===== src/rtl/bus_xbar_nslv.sv =====
// bus_xbar_nslv: one master to NUM_SLV slaves, registered native-bus splitter.
// Each request is decoded against per-slave base/mask pairs and served one at a
// time. A timeout watchdog bounds every slave access. Unmapped addresses are
// answered locally with DEF_RDATA. Errors are kept in a sticky IRQ/address record.
module bus_xbar_nslv #(
    parameter int                        NUM_SLV     = 4,
    parameter int                        ADDR_W      = 32,
    parameter int                        DATA_W      = 32,
    parameter logic [NUM_SLV*ADDR_W-1:0] SLV_BASE    = '0,
    parameter logic [NUM_SLV*ADDR_W-1:0] SLV_MASK    = '0,
    parameter int                        TIMEOUT_CYC = 255,
    parameter logic [DATA_W-1:0]         DEF_RDATA   = 32'hDEAD_BEEF
) (
    input  logic                        clk_i,
    input  logic                        rst_n_i,
    // master side
    input  logic                        mst_valid_i,
    input  logic [ADDR_W-1:0]           mst_addr_i,
    input  logic [DATA_W-1:0]           mst_wdata_i,
    input  logic [DATA_W/8-1:0]         mst_wstrb_i,
    output logic [DATA_W-1:0]           mst_rdata_o,
    output logic                        mst_ready_o,
    // slave side
    output logic [NUM_SLV-1:0]          slv_valid_o,
    output logic [ADDR_W-1:0]           slv_addr_o,
    output logic [DATA_W-1:0]           slv_wdata_o,
    output logic [DATA_W/8-1:0]         slv_wstrb_o,
    input  logic [NUM_SLV*DATA_W-1:0]   slv_rdata_i,
    input  logic [NUM_SLV-1:0]          slv_ready_i,
    // error record
    output logic                        err_irq_o,
    output logic [ADDR_W-1:0]           err_addr_o,
    input  logic                        err_clr_i
);

    localparam int STRB_W = DATA_W / 8;
    localparam int SEL_W  = (NUM_SLV > 1) ? $clog2(NUM_SLV) : 1;
    // Keep at least one bit so a disabled timeout still elaborates cleanly.
    localparam int CNT_W  = (TIMEOUT_CYC > 0) ? $clog2(TIMEOUT_CYC + 1) : 1;

    typedef enum logic [1:0] {
        ST_IDLE,
        ST_ACCESS,
        ST_RESP
    } state_t;

    typedef struct packed {
        logic [ADDR_W-1:0] addr;
        logic [DATA_W-1:0] wdata;
        logic [STRB_W-1:0] wstrb;
    } req_t;

    state_t              state_q, state_d;
    req_t                req_q, req_d;
    logic [SEL_W-1:0]    sel_q, sel_d;
    logic [CNT_W-1:0]    cnt_q, cnt_d;
    logic [NUM_SLV-1:0]  slv_valid_q, slv_valid_d;
    logic                mst_ready_q, mst_ready_d;
    logic [DATA_W-1:0]   mst_rdata_q, mst_rdata_d;
    logic                err_irq_q, err_irq_d;
    logic [ADDR_W-1:0]   err_addr_q, err_addr_d;

    logic                dec_hit;
    logic [SEL_W-1:0]    dec_idx;
    logic                sel_ready;
    logic [DATA_W-1:0]   sel_rdata;
    logic                timeout_hit;
    logic                err_set;
    logic [ADDR_W-1:0]   err_set_addr;

    // Address decode: scan from the top so the lowest matching index wins.
    always_comb begin
        dec_hit = 1'b0;
        dec_idx = '0;
        for (int i = NUM_SLV - 1; i >= 0; i--) begin
            if ((mst_addr_i & SLV_MASK[i*ADDR_W +: ADDR_W]) == SLV_BASE[i*ADDR_W +: ADDR_W]) begin
                dec_hit = 1'b1;
                dec_idx = SEL_W'(i);
            end
        end
    end

    // Only the selected slave's response is looked at; everything else is ignored.
    assign sel_ready   = slv_ready_i[sel_q];
    assign sel_rdata   = slv_rdata_i[sel_q*DATA_W +: DATA_W];
    // cnt_q counts completed ACCESS cycles, so this is the TIMEOUT_CYC-th cycle.
    assign timeout_hit = (TIMEOUT_CYC != 0) && (32'(cnt_q) == 32'(TIMEOUT_CYC - 1));

    // Next-state, output and error-record logic for the three-state access FSM.
    always_comb begin
        state_d      = state_q;
        req_d        = req_q;
        sel_d        = sel_q;
        cnt_d        = cnt_q;
        slv_valid_d  = slv_valid_q;
        mst_ready_d  = 1'b0;
        mst_rdata_d  = mst_rdata_q;
        err_irq_d    = err_irq_q;
        err_addr_d   = err_addr_q;
        err_set      = 1'b0;
        err_set_addr = req_q.addr;

        unique case (state_q)
            ST_IDLE: begin
                if (mst_valid_i) begin
                    req_d.addr  = mst_addr_i;
                    req_d.wdata = mst_wdata_i;
                    req_d.wstrb = mst_wstrb_i;
                    cnt_d       = '0;
                    if (dec_hit) begin
                        sel_d       = dec_idx;
                        slv_valid_d = NUM_SLV'(1) << dec_idx;
                        state_d     = ST_ACCESS;
                    end else begin
                        // Unmapped: answer locally, no slave ever sees the access.
                        mst_ready_d  = 1'b1;
                        mst_rdata_d  = DEF_RDATA;
                        err_set      = 1'b1;
                        err_set_addr = mst_addr_i;
                        state_d      = ST_RESP;
                    end
                end
            end
            ST_ACCESS: begin
                cnt_d = cnt_q + 1'b1;
                // A ready in the final allowed cycle still counts as a success.
                if (sel_ready) begin
                    slv_valid_d = '0;
                    mst_ready_d = 1'b1;
                    mst_rdata_d = sel_rdata;
                    state_d     = ST_RESP;
                end else if (timeout_hit) begin
                    slv_valid_d = '0;
                    mst_ready_d = 1'b1;
                    mst_rdata_d = DEF_RDATA;
                    err_set     = 1'b1;
                    state_d     = ST_RESP;
                end
            end
            ST_RESP: begin
                state_d = ST_IDLE;
            end
            default: begin
                slv_valid_d = '0;
                state_d     = ST_IDLE;
            end
        endcase

        // A new error beats a clear arriving in the same cycle.
        if (err_set) begin
            err_irq_d  = 1'b1;
            err_addr_d = err_set_addr;
        end else if (err_clr_i) begin
            err_irq_d  = 1'b0;
        end
    end

    // State and output registers with synchronous active-low reset.
    always_ff @(posedge clk_i) begin
        if (!rst_n_i) begin
            state_q     <= ST_IDLE;
            req_q       <= '0;
            sel_q       <= '0;
            cnt_q       <= '0;
            slv_valid_q <= '0;
            mst_ready_q <= 1'b0;
            mst_rdata_q <= '0;
            err_irq_q   <= 1'b0;
            err_addr_q  <= '0;
        end else begin
            state_q     <= state_d;
            req_q       <= req_d;
            sel_q       <= sel_d;
            cnt_q       <= cnt_d;
            slv_valid_q <= slv_valid_d;
            mst_ready_q <= mst_ready_d;
            mst_rdata_q <= mst_rdata_d;
            err_irq_q   <= err_irq_d;
            err_addr_q  <= err_addr_d;
        end
    end

    assign slv_valid_o = slv_valid_q;
    assign slv_addr_o  = req_q.addr;
    assign slv_wdata_o = req_q.wdata;
    assign slv_wstrb_o = req_q.wstrb;
    assign mst_ready_o = mst_ready_q;
    assign mst_rdata_o = mst_rdata_q;
    assign err_irq_o   = err_irq_q;
    assign err_addr_o  = err_addr_q;

endmodule


===== config.mk =====
export PLATFORM = sky130hd
export DESIGN_NAME = bus_xbar_nslv
export DESIGN_NICKNAME = d
export VERILOG_FILES = /design/src/rtl/bus_xbar_nslv.sv
export SDC_FILE = /design/constraint.sdc
export NUM_CORES = 1
export LEC_CHECK = 0
export BUFFER_PORTS_ARGS = -buffer_cell sky130_fd_sc_hd__buf_2
export CAP_MARGIN = 15
export CORE_AREA = 2 2 134 136
export CTS_CLUSTER_SIZE = 8
export DETAILED_ROUTE_END_ITERATION = 10
export DIE_AREA = 0 0 136 138
export PLACE_DENSITY = 0.68
export RECOVER_POWER = 25
export SLEW_MARGIN = 30
export SYNTH_ARGS = -nofsm -noshare
export SYNTH_HDL_FRONTEND = slang
export SYNTH_SLANG_ARGS = --single-unit

===== constraint.sdc =====
create_clock -name clk_i -period 2.5 [get_ports clk_i]
set_clock_uncertainty 0.15 [all_clocks]
set_input_delay 0.75 -clock clk_i [delete_from_list [all_inputs] [get_ports clk_i]]
set_output_delay 0.75 -clock clk_i [all_outputs]
set_load 0.005 [all_outputs]

# After elaboration in Yosys (flattened, before gate mapping)
# Cells that the tools add are included.
dict set report totals {
  ff_bits 148
  out_inout_bits 138
  elab_cells 45
}
dict set report op_classes {
  addsub 1
  eq_ne 5
  n_mux 18
  bitwise_logic 1
  reduce_logical 10
}
# cell n
set ops {}
lappend ops {{$mux W32} 2}
lappend ops {{$pmux W8 S2} 1}
lappend ops {{$mux W4} 3}
lappend ops {{$pmux W4 S3} 1}
lappend ops {{$reduce_and A2 Y1} 5}
lappend ops {{$add A8 B1 Y8 const B} 1}
lappend ops {{$eq A8 B8 Y1 const B} 1}
lappend ops {{$mux W8} 1}
lappend ops {{$mux W1} 6}
lappend ops {{$mux W2} 3}
lappend ops {{$reduce_bool A2 Y1} 3}
lappend ops {{$pmux W2 S2} 1}
lappend ops {{$ne A3 B3 Y1 const B} 1}
lappend ops {{$reduce_and A3 Y1} 1}
lappend ops {{$eq A2 B1 Y1 const B} 1}
lappend ops {{$eq A2 B2 Y1 const B} 1}
lappend ops {{$logic_not A2 Y1} 1}
lappend ops {{$ne A2 B2 Y1 const B} 1}
lappend ops {{$not A1 Y1} 1}

# Depth between registers and ports, before layout
dict set report logic_depth {
  depth_word 5
  depth_mapped 8
  mapped_depth_nobuf 5
}

# Worst setup path after synthesis
# Ideal clock, no wire load.
dict set report synth_timing {
  kind {in2reg}
  startpoint {input port mst_valid_i}
  endpoint {register req_q (netlist bit slv_addr_o[10])}
  setup_time_ns 0.132
  arrival_time_ns 1.625
  t_required_ns 2.218
  path_slack_ns 0.593
  path_stages 5
  n_path_buf 2
  path_cell_list {or3b_2 buf_2 buf_2 nand2_1 a21oi_1}
}
dict set report synth_via {
  elab_chain_cells 1
}
# element line
set synth_lines {}
lappend synth_lines {{start: declaration} 17} ;# input logic mst_valid_i,
lappend synth_lines {{$reduce_and A2 Y1 (no line)} -}
lappend synth_lines {{end signal: assignment} 172} ;# req_q <= req_d;
lappend synth_lines {{end: declaration} 54} ;# req_t req_q, req_d;
# Every way passes these cells.
# A chain may end at the register's enable or synchronous reset.

# Worst setup path in the final report
dict set report layout_timing {
  startpoint {register cnt_q[1]}
  endpoint {register err_addr_q[20] (netlist: err_addr_o[20])}
}
dict set report layout_via {
  elab_chain_cells 4
}
# element line
set layout_lines {}
lappend layout_lines {{start: declaration} 56} ;# logic [CNT_W-1:0] cnt_q, cnt_d;
lappend layout_lines {{start signal: assignment} 174} ;# cnt_q <= cnt_d;
lappend layout_lines {{$eq A8 B8 Y1} 87} ;# assign timeout_hit = (TIMEOUT_CYC != 0) && (32'(cnt_q) == 32'(TIMEOUT_CYC - 1));
lappend layout_lines {{$mux W1} 132} ;# end else if (timeout_hit) begin
lappend layout_lines {{$mux W1} 127} ;# if (sel_ready) begin
lappend layout_lines {{$mux W1} -}
lappend layout_lines {{end signal: assignment} 179} ;# err_addr_q <= err_addr_d;
lappend layout_lines {{end: declaration} 61} ;# logic [ADDR_W-1:0] err_addr_q, err_addr_d;
# Every way passes these cells.

==> results.sh <==
export IMPL_status="finished clean"
export IMPL_endpoint_kind="register"
export IMPL_synth_flop_cell="dfxtp_1"
export IMPL_slew_headroom=0.371
export IMPL_cts_tree="yes"
export IMPL_start_util=0.328
export IMPL_fmax_mhz=461
export IMPL_crit_buf_inv=1
export IMPL_antenna_left=0
export IMPL_drtPass1Iterations=5
export IMPL_post_route_min_period_ps=2170
export IMPL_vias=5558
export IMPL_synthDistinctLibCells=38
export IMPL_nets=1102
export IMPL_multi_input_area_um2=2530
export IMPL_ctsHoldBuffers=0
export IMPL_ys_warn_count=0
export IMPL_finalCritPeriodShare=0.869
export IMPL_slowest_delay_ps=490
export IMPL_antenna_cells=0
export IMPL_slew_violations=0
export IMPL_wl_um=15800
export IMPL_maxCapViolations=0
export IMPL_grt_pass1_vias=5284
export IMPL_overflow=0
export IMPL_grt_usage=0.169
export IMPL_stdcell_count=1138
export IMPL_fill_cells=1739
export IMPL_ys_seq_area_frac=0.505
export IMPL_setup_tns_ps=0
export IMPL_drive_gt1_frac=0.319
export IMPL_synth_edff_count=0
export IMPL_worstSkewPairLatency_ps=410
export IMPL_regArea_um2=2900
export IMPL_r2r_slack_ps=330
export IMPL_final_cell_mix="buf_2 (239), nand2_1 (205), dfxtp_1 (145)"
export IMPL_worstPathArrival_ps=2350
export IMPL_die_h_um=138
export IMPL_synth_cells=686
export IMPL_routedWlPerCell_um=13.9
export IMPL_place_hpwl_um=10300
export IMPL_critPathKind="reg2reg"
export IMPL_ys_ff_latch=145
export IMPL_drt_iter0_markers=243
export IMPL_cp_max_fo=33
export IMPL_clkTransAtPathRegs_ps=60
export IMPL_io_pin_count=342
export IMPL_placed_cells=1106
export IMPL_rsz0062_at_grt="false"
export IMPL_ir_drop_uv=483
export IMPL_hp_class="reg2reg"
export IMPL_clockBufferDepth=2
export IMPL_h_tree_depth=4
export IMPL_cts_setup_buffers=0
export IMPL_dp_slack_ps=350
export IMPL_path_delay_family="simple AND/OR/NAND/NOR gates"
export IMPL_place_congestion=0.772
export IMPL_post_route_util=0.444
export IMPL_drt_vias_per_instance=4.88
export IMPL_tightest_slew_ps=943
export IMPL_async_flop_share=0
export IMPL_worstPathCellList="ha_1, and3_1, and4b_2, buf_12, mux2i_1"
export IMPL_drc=0
export IMPL_cts_sinks=145
export IMPL_grt_start_max_net_pins=75
export IMPL_numCtsBuffers=17
export IMPL_root_buffer="clkbuf_16"
export IMPL_layout_setup_ws_ps=329
export IMPL_hold_viol=0
export IMPL_fp_dieW_um=136
export IMPL_power_density_nw_per_um2=760
export IMPL_avgSynthCellArea_um2=8.38
export IMPL_startpoint_type="register"
export IMPL_leakagePower_nw=3.38
export IMPL_antenna_found_initial=0
export IMPL_design_die_area_um2=18800
export IMPL_area_growth_pct=35.4
export IMPL_portBuffers=239
export IMPL_synthesis_area_um2=5750
export IMPL_rows=49
export IMPL_layout_commonest_cell="buf_2"
export IMPL_finalSetupViolations=0
export IMPL_placeableCoreArea_um2=17500
export IMPL_cp_slowest_cell="and3_1"
export IMPL_grt_pass1_wl_um=25700
export IMPL_cts_resized=0
export IMPL_required_ps=2680
export IMPL_whs_ps=301
## worst min-delay path: stages (launching register included)
cell	delay [ps]
dfxtp_1	310
nand2_1	50
a21oi_1	50
## report_power, final
group          leakage [nW]  internal, W  total, W  switching, W
clock                 0.316      0.00182   0.00284       0.00102
combinational          1.88     0.000252  0.000597      0.000345
sequential             1.18      0.00242   0.00248     0.0000675
## registers in the layout (all words and copies together), names as in the netlist
register and flops:
err_addr_o 32, cnt_q 8, err_irq_o 1, mst_ready_o 1
state_q 2, slv_wdata_o 32, slv_valid_o 1, mst_rdata_o 32
slv_wstrb_o 4, slv_addr_o 32
## through the flow
step                      instance area, µm²  total power (W)
final                                   7780          0.00592
after global routing                    7780          0.00619
after CTS                               7800          0.00602
after detailed placement                7130          0.00314
after global placement                  7130          0.00313
after floorplan                         5750          0.00286
## area by class of cell
cell class / count / area share
Multi-Input combinational cell: 474 / 0.325
Tap cell: 229 / 0.0368
Timing Repair Buffer: 253 / 0.177
Clock inverter: 14 / 0.0293
Inverter: 5 / 0.00257
Sequential cell: 145 / 0.373
Clock buffer: 18 / 0.0564
## logic make-up after synthesis
family                     count (synthesis)  synth area share
AOI/OAI and AO/OA                        134             0.139
adders and majority gates                  2           0.00435
buffers and inverters                     69            0.0575
DFF                                      145             0.505
muxes                                     33            0.0575
other                                      1          0.000653
and+or+nand+nor                          302             0.236
## synthesized netlist by cell type, drive strengths merged, types with 3 or more instances
library cell	count	share of area
nand2b	3	0.0033
nor2	26	0.017
nand3	7	0.0061
a21oi	81	0.071
dfxtp	145	0.51
clkbuf	34	0.022
inv	5	0.0033
mux2i	33	0.057
nor2b	4	0.0044
nor3b	25	0.034
nand2	205	0.13
nor4	24	0.026
a31oi	8	0.0087
a211oi	32	0.042
buf	30	0.032
## per-layer routing
layer	vias up	share of wire	global-route usage	wire length [µm]
li1	2753	-	-	-
met1	2591	0.44	0.202	6970
met2	195	0.46	0.283	7270
met3	19	0.083	0.0568	1320
met4	0	0.017	0.0576	270
met5	-	0	0	0
## final timing paths
| kind | from | end | cells past startpoint |
|---|---|---|---|
| worst min register to register | slv_wstrb_o[2] | slv_wstrb_o[2] | 2 |
| worst max register to register | cnt_q[1] | err_addr_o[20] | 5 |
| worst min-delay path | slv_wstrb_o[2] | slv_wstrb_o[2] | 2 |
| worst max-delay path | cnt_q[1] | err_addr_o[20] | 5 |
Power figures use the tool's default switching activity.
